File: src/rtl/vga_pkg.sv
// Shared VGA text-mode definitions: character codes, buffer geometry and the
// command/state encodings used by the writable character buffer.
package vga_pkg;

   localparam logic [6:0] Spc = 7'h20;
   localparam logic [6:0] A   = 7'h41;
   localparam logic [6:0] G   = 7'h47;
   localparam logic [6:0] Q   = 7'h51;
   localparam logic [6:0] X   = 7'h58;
   localparam logic [6:0] Z   = 7'h5A;

   localparam int CHAR_BUF_COLS  = 16;
   localparam int CHAR_BUF_ROWS  = 16;
   localparam int CHAR_BUF_CELLS = CHAR_BUF_COLS * CHAR_BUF_ROWS;

   typedef enum logic [1:0] {
      CMD_CHAR = 2'd0,
      CMD_NL   = 2'd1,
      CMD_BS   = 2'd2,
      CMD_CLR  = 2'd3
   } char_cmd_t;

   typedef enum logic {
      ST_CLEAR = 1'b0,
      ST_IDLE  = 1'b1
   } char_buf_state_t;

endpackage

File: src/rtl/char_ram_256x7.sv
// 256x7 simple dual-port RAM: synchronous write, registered read-first read.
module char_ram_256x7
   import vga_pkg::*;
(
   input  logic       clk,
   input  logic       rst,
   input  logic       i_we,
   input  logic [7:0] i_waddr,
   input  logic [6:0] i_wdata,
   input  logic [7:0] i_raddr,
   output logic [6:0] o_rdata
);

   logic [6:0] r_mem [0:CHAR_BUF_CELLS-1];
   logic [6:0] r_rdata;

   // Array has no reset so it can map onto RAM primitives
   always_ff @(posedge clk) begin
      if (i_we) begin
         r_mem[i_waddr] <= i_wdata;
      end
   end

   always_ff @(posedge clk or posedge rst) begin
      if (rst) begin
         r_rdata <= 7'h00;
      end else begin
         r_rdata <= r_mem[i_raddr];
      end
   end

   assign o_rdata = r_rdata;

endmodule

File: src/rtl/char_buf_16x16_writer.sv
// Writable 16x16 character buffer: command stream in, cursor tracking,
// clear sweep after reset/CMD_CLR, independent registered read port.
module char_buf_16x16_writer
   import vga_pkg::*;
#(
   parameter logic [6:0] CLEAR_CODE = Spc
)
(
   input  logic       clk,
   input  logic       rst,
   input  logic       in_valid,
   output logic       in_ready,
   input  char_cmd_t  in_cmd,
   input  logic [6:0] in_char,
   input  logic [7:0] char_xy,
   output logic [6:0] char_code,
   output logic [7:0] cursor_xy,
   output logic       busy
);

   char_buf_state_t r_state;
   char_buf_state_t w_state_nxt;
   logic [7:0]      r_sweep;
   logic [7:0]      w_sweep_nxt;
   logic [7:0]      r_cursor;
   logic [7:0]      w_cursor_nxt;
   logic            w_we;
   logic [7:0]      w_waddr;
   logic [6:0]      w_wdata;

   always_ff @(posedge clk or posedge rst) begin
      if (rst) begin
         r_state  <= ST_CLEAR;
         r_sweep  <= 8'h00;
         r_cursor <= 8'h00;
      end else begin
         r_state  <= w_state_nxt;
         r_sweep  <= w_sweep_nxt;
         r_cursor <= w_cursor_nxt;
      end
   end

   // Sweep counter is parked at zero in IDLE so CMD_CLR always restarts at 0x00
   always_comb begin
      w_state_nxt  = r_state;
      w_sweep_nxt  = r_sweep;
      w_cursor_nxt = r_cursor;
      w_we         = 1'b0;
      w_waddr      = r_cursor;
      w_wdata      = in_char;
      case (r_state)
         ST_CLEAR: begin
            w_we        = 1'b1;
            w_waddr     = r_sweep;
            w_wdata     = CLEAR_CODE;
            w_sweep_nxt = r_sweep + 8'd1;
            if (r_sweep == 8'hFF) begin
               w_state_nxt = ST_IDLE;
            end
         end
         ST_IDLE: begin
            w_sweep_nxt = 8'h00;
            if (in_valid) begin
               case (in_cmd)
                  CMD_CHAR: begin
                     w_we         = 1'b1;
                     w_cursor_nxt = r_cursor + 8'd1;
                  end
                  CMD_NL: begin
                     w_cursor_nxt = {r_cursor[7:4] + 4'd1, 4'h0};
                  end
                  CMD_BS: begin
                     if (r_cursor != 8'h00) begin
                        w_we         = 1'b1;
                        w_waddr      = r_cursor - 8'd1;
                        w_wdata      = CLEAR_CODE;
                        w_cursor_nxt = r_cursor - 8'd1;
                     end
                  end
                  CMD_CLR: begin
                     w_cursor_nxt = 8'h00;
                     w_state_nxt  = ST_CLEAR;
                  end
                  default: begin
                  end
               endcase
            end
         end
         default: begin
            w_state_nxt = ST_CLEAR;
         end
      endcase
   end

   char_ram_256x7 u_ram (
      .clk     (clk),
      .rst     (rst),
      .i_we    (w_we),
      .i_waddr (w_waddr),
      .i_wdata (w_wdata),
      .i_raddr (char_xy),
      .o_rdata (char_code)
   );

   assign in_ready  = (r_state == ST_IDLE);
   assign busy      = (r_state == ST_CLEAR);
   assign cursor_xy = r_cursor;

endmodule

File: config.mk
export PLATFORM = sky130hd
export DESIGN_NAME = char_buf_16x16_writer
export DESIGN_NICKNAME = d
export VERILOG_FILES = /design/src/rtl/vga_pkg.sv /design/src/rtl/char_ram_256x7.sv /design/src/rtl/char_buf_16x16_writer.sv
export SDC_FILE = /design/constraint.sdc
export NUM_CORES = 2
export LEC_CHECK = 0
export ABC_AREA = 1
export ABC_CLOCK_PERIOD_IN_PS = 15100
export BUFFER_PORTS_ARGS = -buffer_cell sky130_fd_sc_hd__buf_2
export CORE_ASPECT_RATIO = 1.5
export CORE_MARGIN = 4
export CORE_UTILIZATION = 50
export CTS_CLUSTER_SIZE = 24
export DETAILED_ROUTE_END_ITERATION = 8
export HOLD_SLACK_MARGIN = 0.08
export PLACE_DENSITY = 0.72
export SKIP_CTS_REPAIR_TIMING = 1
export SLEW_MARGIN = 20
export SYNTH_ARGS = -nofsm -noshare
export SYNTH_HDL_FRONTEND = slang
export SYNTH_SLANG_ARGS = --single-unit
File: constraint.sdc
create_clock -name clk -period 15.1 [get_ports clk]
set_input_delay 2.265 -clock clk [delete_from_list [all_inputs] [get_ports clk]]
set_output_delay 2.265 -clock clk [all_outputs]
set_load 0.03 [all_outputs]
# Word-level counts from Yosys, hierarchy flattened
# Memories as Yosys holds them, arrays and structs flattened. A register that Yosys moved wholly into a read port is not among the register bits.
# Cells that the tools add are included.
# totals
register_bits,17
mem_bits_rw,1792
inputBits,20
out_inout_bits,17
wordCells,36
memories,1
# classes
n_addsub,4
eq_ne,4
n_mux,20
bitwise,1
reduce_logical,3
# memory_table
name,depth,word_bits,rd,rd_clocked_by_memory_dff,wr,line_no,text
u_ram.r_mem,256,7,1,1,1,char_ram_256x7.sv:14,logic [6:0] r_mem [0:CHAR_BUF_CELLS-1];
# ops
cell,n
$pmux 8 s2,2
$pmux 8 s4,1
$mux 8,3
$mux 7,3
$add 8x1->8 const B,2
$pmux 7 s2,1
$eq 8x8->1 const B,1
$reduce_bool 8->1,1
$sub 8x1->8 const B,1
$mux 1,7
$pmux 1 s2,3
$add 4x1->4 const B,1
$eq 2x2->1 const B,2
$eq 2x1->1 const B,1
$logic_not 2->1,1
$reduce_and 2->1,1
$not 1->1,1

# Longest topological paths before layout
# logic_depth
ltp_word,7
ltp_mapped,15
mapped_depth_nobuf,12

# Cells and area by module
# From an unflattened synthesis, not the netlist that was laid out.
# unflattened
cells_unflattened,6444
area_unflattened_um2,74931.9
# by_module_without_submodules
module,n_inst,cells_per_inst,area_each_um2,seq_area_each_um2
char_ram_256x7,1,6219,73435.4,53986.8
char_buf_16x16_writer,1,225,1496.4,425.4

# Least setup slack after synthesis
# Ideal clock, no wire load.
# synth_timing
kind,input port to flip-flop
start,input in_cmd[0]
end,memory u_ram.r_mem[0][0] (data pin)
setup_time_ns,1.389
t_arrival_ns,8.705
required_ns,13.711
setup_slack_ns,5.006
stages,8
n_path_buf,0
path_cell_list,inv_1 nand3_1 inv_1 nand2_1 inv_1 nor2_1 inv_1 nor2_1
# synth_via
elab_chain_cells,4
# synth_rtl
element,line_no,text
start: declaration,char_buf_16x16_writer.sv:13,"input char_cmd_t in_cmd,"
$eq 2x2->1,char_buf_16x16_writer.sv:64,case (in_cmd)
$mux 7,char_buf_16x16_writer.sv:64,
$mux 7,char_buf_16x16_writer.sv:63,if (in_valid) begin
$pmux 7 s2,char_buf_16x16_writer.sv:51,case (r_state)
via u_ram.i_wdata[0],char_ram_256x7.sv:9,"input logic [6:0] i_wdata,"
end: declaration,char_ram_256x7.sv:14,
# The timed path passes the listed nets, and every way through them passes these cells.

==> results.cfg <==
[layout]
area_growth_pct = 9.030
nets = 6239
drive_gt1_share_pct = 5.980
final_area_um2 = 80980
fill_cells = 11759

[die]
die_w_um = 322.7
die_y_um = 480.0
initial_core_util_pct = 50.24
design.core.area_um2 = 147800
die_area_um2 = 154900
ioPinCount = 37
fp-row-count = 173

[logic_synthesis]
ys_top_cells_by_area = edfxtp_1 (72%), nand3_1 (12%), nand2_1 (10%), clkbuf_1 (1.5%), nor2_1 (1.5%)
yosys.area.top_type = edfxtp_1
synth_ff_type = edfxtp_1
ys_ff_latch = 1816
synth_nets = 6411
synth.distinct_cells = 37
yosys_warnings = 0
syn_avg_cell_area_um2 = 11.63
synth_top_cell_area_share_pct = 72.46
synth_edf_count = 1792
synthCells = 6384
async_reset_ff_share_pct = 1.322
yosysSeqAreaShare_pct = 73.26
netlist_area_um2 = 74270
synth.most_common_cell = nand2_1
synth_common_cells = nand2_1 (1971), edfxtp_1 (1792), nand3_1 (1738)

[clock_network]
clk_pin_slew_worst_paths_ps = 60
cts_tree = done
cts_root_buffer = clkbuf_16
clockBufferDepth = 3
cts_sinks = 1816
worstSkewPairLatency_ps = 790
cts_buffers = 155
htreeDepth = 4

[worst_hold_path]
hold_path.class = reg -> reg

[sta]
final-hold-violation-count = 0
period_needed_ps = 5913
clock_skew_ps = 21.38
setup_tns_ps = 0
rsz0062_at_grt = false
slew_headroom_pct = 12.89
setup_viol = 0
fin_crit_sh_pct = 39.16
worst_pin_slew_ps = 1307
setup_slack_ps = 9188
max_freq_mhz = 169.1
finalMaxSlewViolations = 0

[detailed_routing]
via_per_inst = 5.996
ant_nets = 0
vias = 49584
drc_errors = 0
wirelength_um = 194600
drtPass1Iterations = 6
wl_per_cell_um = 23.53
drt_iter0_drc = 6648

[grt]
first_global_vias = 47907
track_usage_pct = 24.72
grt_max_degree = 242
antenna_found_initial = 8
overflow = 0
grt_pass1_wl_um = 290100

[power]
powerDensity_nw_per_um2 = 123.7
irDropWorstVdd_mv = 0.09477
leakagePower_uw = 0.02815

[setup_path]
crit_arrival_ps = 6640
cp_max_fo = 176
required_ps = 15830
r2r_slack_ps = 10360
startpoint_type = input port
cp-end-kind = flop
worstSetupPathType = in -> reg

[placement]
dp_hpwl_um = 105200
post_dp_cell_area_um2 = 75740
place_ws_ps = 8479
port_buffers = 36
gp_congestion = 0.8648

[run]
max-cap-violations = 0

[status]
status = finished clean
-- logic make-up (layout without fill, tap and decap cells) --
| kind of cell | after synthesis | after routing | synth area share, % |
|---|---|---|---|
| AND/OR/NAND/NOR | 4034 | 4034 | 23.53 |
| flip-flops | 1816 | 1816 | 73.26 |
| buffers and inverters | 477 | 431 | 2.660 |
| AO/OA/AOI/OAI | 47 | 47 | 0.3976 |
| adder cells (fa/ha/maj) | 7 | 7 | 0.1179 |
| XOR/XNOR | 3 | 3 | 0.03539 |
| other | 0 | 6 | 0 |
-- metrics by stage --
| stage | cells | utilization (%) | power [uW] | hold slack (ps) |
|---|---|---|---|---|
| 5_1_grt | 8264 | 54.76 | 10290 | 549.6 |
| 4_1_cts | 8261 | 54.71 | 10040 | 522.3 |
| 3_3_place_gp | 7978 | 51.23 | 6044 | 494.2 |
| 6_report | 8269 | 54.77 | 10020 | 522.6 |
| 3_5_place_dp | 7978 | 51.23 | 6050 | 507.7 |
| 2_1_floorplan | 6384 | - | 5887 | 461.8 |
-- path summary, 6_finish.rpt --
path	start	end	cells after the start
worst max-delay path	char_xy[0]	u_ram.o_rdata[2]$_DFF_PP0_	14
worst min-delay path	r_sweep[0]$_DFF_PP0_	r_sweep[0]$_DFF_PP0_	1
worst max register to register	in_ready$_DFF_PP0_	u_ram.r_mem[9][0]$_DFFE_PP_	8
worst min register to register	r_sweep[0]$_DFF_PP0_	r_sweep[0]$_DFF_PP0_	1
max in group asynchronous	rst	r_sweep[3]$_DFF_PP0_	2
min in group asynchronous	rst	cursor_xy[4]$_DFFE_PP0P_	2
-- per-layer routing --
layer	vias up	wire length [um]	track usage, %
li1	22184	-	-
met1	24073	70010	31.26
met2	2748	95640	40.95
met3	571	18330	4.551
met4	8	10570	12.82
met5	-	59	0
-- critical path: stages --
cell,delay [ps]
buf_8,290
inv_8,800
buf_4,910
buf_4,830
nand2_1,120
nand3_1,110
nand3_1,130
nand3_1,190
nand3_1,110
nand2_1,160
nand2_1,70
nand3_1,190
nand3_1,170
nand2_1,100
-- power by group --
part           internal, uW  total [uW]  switching [uW]
logic                   130         491             361
registers              5450        5460            8.97
clock network          2290        4070            1780
-- registers in the layout, summed over array words and instances (netlist names) --
| register | cells |
|---|---|
| u_ram.o_rdata | 7 |
| u_ram.r_mem | 1792 |
| in_ready | 1 |
| r_sweep | 8 |
| cursor_xy | 8 |
-- cells in the final DEF (no fill, tap or decap), types with 4 or more instances in the layout --
cell type | netlist | routed
nand3_1 | 1738 | 1738
nor3_1 | 4 | 4
dfrtp_1 | 24 | 24
buf_12 | 0 | 9
buf_2 | 40 | 32
bufinv_16 | 0 | 17
clkinv_1 | 1 | 25
inv_2 | 6 | 6
nor2_4 | 4 | 10
inv_1 | 41 | 38
clkbuf_8 | 0 | 4
clkinvlp_4 | 0 | 6
nand2_1 | 1971 | 1971
ha_1 | 7 | 7
nand2_2 | 5 | 5
nor2_1 | 287 | 281
nor2_2 | 4 | 4
nand4_1 | 6 | 6
clkbuf_16 | 0 | 164
inv_6 | 0 | 7
clkinv_2 | 0 | 31
nand3_2 | 12 | 11
o21ai_0 | 14 | 14
a21oi_1 | 15 | 15
diode_2 | 0 | 6
clkbuf_1 | 305 | 27
edfxtp_1 | 1792 | 1792
buf_4 | 4 | 52
-- final cells by class --
| cell class | count | area [um2] | area share, % |
|---|---|---|---|
| Antenna cell | 6 | 15.01 | 0.01854 |
| Clock buffer | 194 | 4247 | 5.244 |
| Clock inverter | 89 | 899.6 | 1.111 |
| Tap cell | 1925 | 2409 | 2.974 |
| Multi-Input combinational cell | 4091 | 17940 | 22.15 |
| Inverter | 48 | 205.2 | 0.2534 |
| Timing Repair Buffer | 100 | 852.1 | 1.052 |
| Sequential cell | 1816 | 54410 | 67.20 |
No activity file was read; power rests on OpenSTA's default activity.
